### src/rtl/spi_adc_sampler.sv
// Continuous sampler for an 8-channel, 10-bit SPI ADC (mode 0).
// Each frame is 17 SCK periods. The result is emitted as a one-cycle new_sample pulse.
module spi_adc_sampler #(
    parameter int CLK_DIV    = 4,
    parameter int GAP_CYCLES = 8
) (
    input  logic       clk,
    input  logic       rst,
    input  logic [3:0] channel,
    output logic       new_sample,
    output logic [9:0] sample,
    output logic [3:0] sample_channel,
    output logic       adc_cs_n,
    output logic       adc_sck,
    output logic       adc_mosi,
    input  logic       adc_miso
);

    localparam int MAX_CNT = (CLK_DIV > GAP_CYCLES) ? CLK_DIV : GAP_CYCLES;
    localparam int CNT_W   = $clog2(MAX_CNT + 1);

    typedef enum logic [2:0] {IDLE, SETUP, HIGH, LOW, GAP} state_t;

    state_t           state;
    logic [CNT_W-1:0] cnt;
    logic [4:0]       period;
    logic [2:0]       frame_ch;
    logic [9:0]       shift;

    // Command bit sent during SCK period k: start, single-ended, channel MSB first.
    function automatic logic mosi_bit(input logic [4:0] k, input logic [2:0] ch);
        case (k)
            5'd0, 5'd1: mosi_bit = 1'b1;
            5'd2:       mosi_bit = ch[2];
            5'd3:       mosi_bit = ch[1];
            5'd4:       mosi_bit = ch[0];
            default:    mosi_bit = 1'b0;
        endcase
    endfunction

    always_ff @(posedge clk) begin
        if (rst) begin
            state          <= IDLE;
            cnt            <= '0;
            period         <= '0;
            frame_ch       <= '0;
            shift          <= '0;
            adc_cs_n       <= 1'b1;
            adc_sck        <= 1'b0;
            adc_mosi       <= 1'b0;
            new_sample     <= 1'b0;
            sample         <= '0;
            sample_channel <= '0;
        end else begin
            new_sample <= 1'b0;
            case (state)
                IDLE: begin
                    if (!channel[3]) begin
                        state    <= SETUP;
                        adc_cs_n <= 1'b0;
                        adc_mosi <= 1'b1;
                        frame_ch <= channel[2:0];
                        period   <= '0;
                        cnt      <= CNT_W'(CLK_DIV - 1);
                    end
                end
                SETUP: begin
                    if (cnt == '0) begin
                        state   <= HIGH;
                        adc_sck <= 1'b1;
                        cnt     <= CNT_W'(CLK_DIV - 1);
                    end else begin
                        cnt <= cnt - 1'b1;
                    end
                end
                HIGH: begin
                    // Sample on the first cycle SCK is high; the 10 data bits end up last.
                    if (cnt == CNT_W'(CLK_DIV - 1)) begin
                        shift <= {shift[8:0], adc_miso};
                    end
                    if (cnt == '0) begin
                        state    <= LOW;
                        adc_sck  <= 1'b0;
                        adc_mosi <= mosi_bit(period + 5'd1, frame_ch);
                        cnt      <= CNT_W'(CLK_DIV - 1);
                    end else begin
                        cnt <= cnt - 1'b1;
                    end
                end
                LOW: begin
                    if (cnt == '0) begin
                        if (period == 5'd16) begin
                            state          <= GAP;
                            adc_cs_n       <= 1'b1;
                            adc_mosi       <= 1'b0;
                            new_sample     <= 1'b1;
                            sample         <= shift;
                            sample_channel <= {1'b0, frame_ch};
                            cnt            <= CNT_W'(GAP_CYCLES - 1);
                        end else begin
                            state   <= HIGH;
                            adc_sck <= 1'b1;
                            period  <= period + 5'd1;
                            cnt     <= CNT_W'(CLK_DIV - 1);
                        end
                    end else begin
                        cnt <= cnt - 1'b1;
                    end
                end
                GAP: begin
                    // The last gap cycle doubles as the IDLE evaluation so back-to-back
                    // frames keep CS high for exactly GAP_CYCLES.
                    if (cnt == '0) begin
                        if (!channel[3]) begin
                            state    <= SETUP;
                            adc_cs_n <= 1'b0;
                            adc_mosi <= 1'b1;
                            frame_ch <= channel[2:0];
                            period   <= '0;
                            cnt      <= CNT_W'(CLK_DIV - 1);
                        end else begin
                            state <= IDLE;
                        end
                    end else begin
                        cnt <= cnt - 1'b1;
                    end
                end
                default: state <= IDLE;
            endcase
        end
    end

endmodule

### config.mk
export PLATFORM = sky130hd
export DESIGN_NAME = spi_adc_sampler
export DESIGN_NICKNAME = d
export VERILOG_FILES = /design/src/rtl/spi_adc_sampler.sv
export SDC_FILE = /design/constraint.sdc
export NUM_CORES = 1
export LEC_CHECK = 0
export BUFFER_PORTS_ARGS = -buffer_cell sky130_fd_sc_hd__buf_2
export CAP_MARGIN = 15
export CORE_MARGIN = 5
export CORE_UTILIZATION = 40
export CTS_CLUSTER_SIZE = 10
export DETAILED_ROUTE_END_ITERATION = 10
export HOLD_SLACK_MARGIN = 0.1
export PLACE_DENSITY = 0.59
export SLEW_MARGIN = 30
export SYNTH_ARGS = -nofsm -noshare
export SYNTH_HDL_FRONTEND = slang
export SYNTH_SLANG_ARGS = --single-unit
### constraint.sdc
create_clock -name clk -period 6 [get_ports clk]
set_clock_uncertainty 0.15 [all_clocks]
set_input_delay 1.2 -clock clk [delete_from_list [all_inputs] [get_ports clk]]
set_output_delay 1.2 -clock clk [all_outputs]
set_load 0.05 [all_outputs]
# Word-level counts from Yosys, hierarchy flattened
# Index checks and enable logic that the tools add are counted.
# W data, S select, Z words.
[totals]
regBits = 42
wordCells = 91
in_bits = 7
out_inout_bits = 18
[classes]
n_eq_ne = 17
n_reduce_logical = 19
bitwise = 2
n_mux = 40
addsub = 2
[ops]
columns = ["op", "n"]
rows = [
  ["$mux W3", 9],
  ["$mux W5", 4],
  ["$mux W4", 4],
  ["$pmux W4 S4", 1],
  ["$mux W1", 15],
  ["$pmux W3 S5", 1],
  ["$pmux W5 S3", 1],
  ["$reduce_and A5 Y1", 3],
  ["$ne A2 B2 Y1 const B", 7],
  ["$eq A5 B2 Y1 const B", 2],
  ["$pmux W1 S4", 2],
  ["$reduce_and A4 Y1", 2],
  ["$reduce_bool A4 Y1", 2],
  ["$eq A3 B2 Y1 const B", 2],
  ["$pmux W1 S3", 2],
  ["$pmux W3 S2", 1],
  ["$reduce_bool A3 Y1", 2],
  ["$add A5 B1 Y5 const B", 1],
  ["$eq A5 B1 Y1 const B", 1],
  ["$eq A5 B3 Y1 const B", 1],
  ["$eq A5 B5 Y1 const B", 1],
  ["$logic_not A5 Y1", 1],
  ["$eq A4 B2 Y1 const B", 1],
  ["$logic_not A4 Y1", 1],
  ["other kinds (10)", 13],
]

# Depth between registers and ports, before layout
[logic_depth]
ltp_word = 6
depth_mapped = 7
ltp_nobuf = 6

# Worst setup path after synthesis
# Ideal clock, no wire load.
[synth_timing]
path_kind = "in2reg"
start = "in channel[3]"
end = "reg cnt[0]"
setup_time_ns = 0.115
setup_slack_ns = 3.612
arrival_time_ns = 2.123
n_path_buf = 0
path_stages = 4
required_ns = 5.735
cell_sequence = "or4b_2 nand2_1 a21oi_1 o21ba_2"
[synth_between]
elab_chain_len = 3
[synth_rtl]
columns = ["element", "line", "text"]
rows = [
  ["start, declared", "9", "input logic [3:0] channel,"],
  ["$mux W4 (*)", "--", ""],
  ["$mux W4", "--", ""],
  ["$pmux W4 S4 (*)", "--", ""],
  ["end signal, assigned", "64", "cnt <= CNT_W'(CLK_DIV - 1);"],
  ["end signal, assigned", "71", "cnt <= CNT_W'(CLK_DIV - 1);"],
  ["end signal, assigned", "73", "cnt <= cnt - 1'b1;"],
  ["end, declared", "25", "logic [CNT_W-1:0] cnt;"],
]
# Every way passes the cells marked *; elsewhere a longest branch is shown, timed or not.
# A chain may end at the register's enable or synchronous reset.

# Final worst setup path
[layout_timing]
start = "reg cnt[1]"
end = "reg sample[2]"
[layout_between]
elab_chain_len = 2
[layout_rtl]
columns = ["element", "line", "text"]
rows = [
  ["$logic_not A4 Y1", "91", "if (cnt == '0) begin"],
  ["$reduce_and A3 Y1 (no line)", "--", ""],
  ["end signal, assigned", "97", "sample <= shift;"],
  ["end, declared", "11", "output logic [9:0] sample,"],
]
# Every way passes these cells.

==> run metrics <==
Area after DPL=2110 sq um; Overflow after GRT=0; Register Area=between 800 and 900 sq um; multi-input logic area=approximately 1000 sq um; chip width=roughly 80 microns; initial core utilization=0.416; Max Fclk=between 0.3 and 0.4 GHz; die footprint=6450 sq um; sw frac=0.308; vias in the first global route=~1400; P&R area growth vs syn=11.1%; HP Class=reg2reg; Max VDD drop=about 0.14 mV; count of cell types in the netlist=46; half-perimeter wire length after placement=2550 microns; post-route ant nets=0; # DRC=0; post-synthesis register bit count=42; net count after synthesis=between 200 and 250; Final setup viols=0; WL per Instance=around 13 microns; Area contributors post-synth=dfxtp_1, mux2i_1, nor2_1, ha_1, a21oi_1; unrepaired setup endpoints after global routing=no; # rows=25; share of the synthesized area in the top cell type=0.425; Overall Global Routing Usage=0.130; Synth async-reset ratio=0; DRT met1 WL=about 2000 microns; Die Ht=80.3 microns; gpl congestion=between 0.7 and 0.8; P_int=~0.41 mW; Switch Pwr=around 0.18 mW; layout cell share with drive strength beyond 1=0.163; Via density=~5.1; CP Capture Type=register; Syn. warnings=0; highest metal used=met4; Starting DRT DRC Count=96; antenna violations before repair=0; Design Area, Final=about 2200 sq um; Critical Path AT=around 2600 ps; outcome=finished, final reports clean; first-pass GRT wire length=6670 microns; startpoint class of the critical path=register; post-cts repair resize count=0; Clock transition at path regs=roughly 80 ps; Post-Synthesis Mean Instance Area=roughly 9 sq um; Fin Setup TNS=0 ps; clock sink count=between 40 and 50; CTS HTree Levels=2; Least-Margin Pin Slew=between 800 and 900 ps; core area=approximately 4800 sq um; combinational share of power=0.181; Ports=25; Period minus WS final=2560 ps; Clock Latency Late Sink=approximately 290 ps; CP Max Fanout=13; post-synthesis sequential area ratio=0.425; final core utilization=0.462; Clock power frac=0.304; Slew Limit Fails=0; PwrDens=approximately 270 nW/um^2; Bufs on Longest Clock Path=2; Num CTS Buffers=5; CP required=6010 ps; drt total wl=approximately 3900 microns; Post-Syn Area=1980 sq um; Flop pwr share=0.515; Crit Path Category=reg2reg; Synth Instances=between 200 and 250; Leakage Power=roughly 0.91 nW; number of synthesized flops with an enable pin=0; Final #Nets=~250; slew margin rel.=0.431; Tcrit/Tclk final=0.427; final hold vios=0; antenna cell count=0; via count=1535; CTS tree=built; largest net degree at the start of global routing=43; IO buf count=23; clock root cell=clkbuf_8; Fill cells=between 400 and 500; most used flip-flop cell after synthesis=dfxtp_1; Pre-Repair DR Iteration Count=4; WL met2=roughly 1600 microns; met3 WL=198 microns; Max Cap Viol=0; setup bufs post-CTS=0; cts hold-fix bufs=0; Yosys top cell by area=dfxtp_1
[metrics by stage]
step / setup slack (ps) / total power, mW / hold slack [ps] / instances
final: 3440 / 0.596 / 311 / 300
after global routing: 3200 / 0.638 / 336 / 300
after CTS: 3390 / 0.606 / 315 / 300
after detailed placement: 3400 / 0.421 / 295 / 292
after global placement: 3400 / 0.422 / 290 / 292
after floorplan: 3610 / 0.401 / 313 / 217
[layout by cell type, fill, tap and decap left out, types with 2 or more instances in the layout]
cell / n
nor2_1: 35
mux2i_1: 26
a311oi_1: 2
buf_2: 23
a31oi_1: 5
a2111oi_0: 3
nor3_1: 6
a21oi_1: 11
o21ai_0: 5
nor3b_1: 2
a211oi_1: 2
nor4b_1: 2
or3_1: 2
nand2_1: 6
nand3b_1: 2
nand3_1: 9
nand4_1: 2
a211o_1: 3
ha_1: 8
xnor2_1: 2
inv_1: 6
clkbuf_8: 5
dfxtp_1: 42
[sequential cells by signal, indices dropped and copies added, names as in the netlist, 3 cells and up]
name,cells
period,5
state,3
sample,10
frame_ch,3
cnt,4
shift,10
sample_channel,3
[synthesized netlist by cell type, types with 2 or more instances]
master     instances
a31oi_1            5
xnor2_1            2
nand2_1            6
nor4b_1            2
nand3_1            9
nor3_1             6
nand3b_1           2
buf_2              4
ha_1               8
dfxtp_1           42
nand4_1            2
a211oi_1           2
a2111oi_0          3
o21ai_0            5
inv_1              6
clkbuf_1           9
a211o_1            3
a21oi_1           11
mux2i_1           26
or3_1              2
nor2_1            35
nor3b_1            2
a311oi_1           2
[cells by family after synthesis]
kind of cell	after synthesis	share of synthesized area
compound gates	37	0.125
xor+xnor	2	0.00886
fa+ha+maj	8	0.0506
flops	42	0.425
mux	26	0.132
simple gates	79	0.207
other cells	1	0.00190
buf+inv	22	0.0500
[metal layers]
metal,vias up,track usage
met2,32,0.182
met3,7,0.0370
met5,-,0
met1,695,0.186
met4,0,0.0507
li1,801,-
[power by group through the flow]
stage	clock [mW]	combinational, mW	sequential [mW]
after detailed placement	0	0.108	0.313
after CTS	0.191	0.108	0.307
after global routing	0.206	0.122	0.309
after global placement	0	0.108	0.314
final	0.181	0.108	0.307
after floorplan	0	0.0835	0.317
[area by class of cell]
class                   instances  share of cell area
inverters                       6              0.0102
flip-flops and latches         42               0.382
repair buffers                 24              0.0558
well taps                      67              0.0381
clock buffers                   5              0.0313
multi-input cells             153               0.472
clock inverters                 3             0.00968
[worst paths after layout]
check             startpoint         to  slack (ps)  cells after the start
hold reg to reg     adc_cs_n   adc_cs_n         310                      1
hold / removal      adc_cs_n   adc_cs_n         310                      1
setup / recovery      cnt[1]  sample[2]        3440                      7
setup reg to reg      cnt[1]  sample[2]        3440                      7
[critical path: stages (launching register included)]
cell and delay (ps):
dfxtp_1 350, inv_1 140, ha_1 170, or3b_4 460, nor3_2 550, buf_4 340
mux2i_1 210, nor2_1 50
Note: power is estimated with default switching activity, not from simulation.
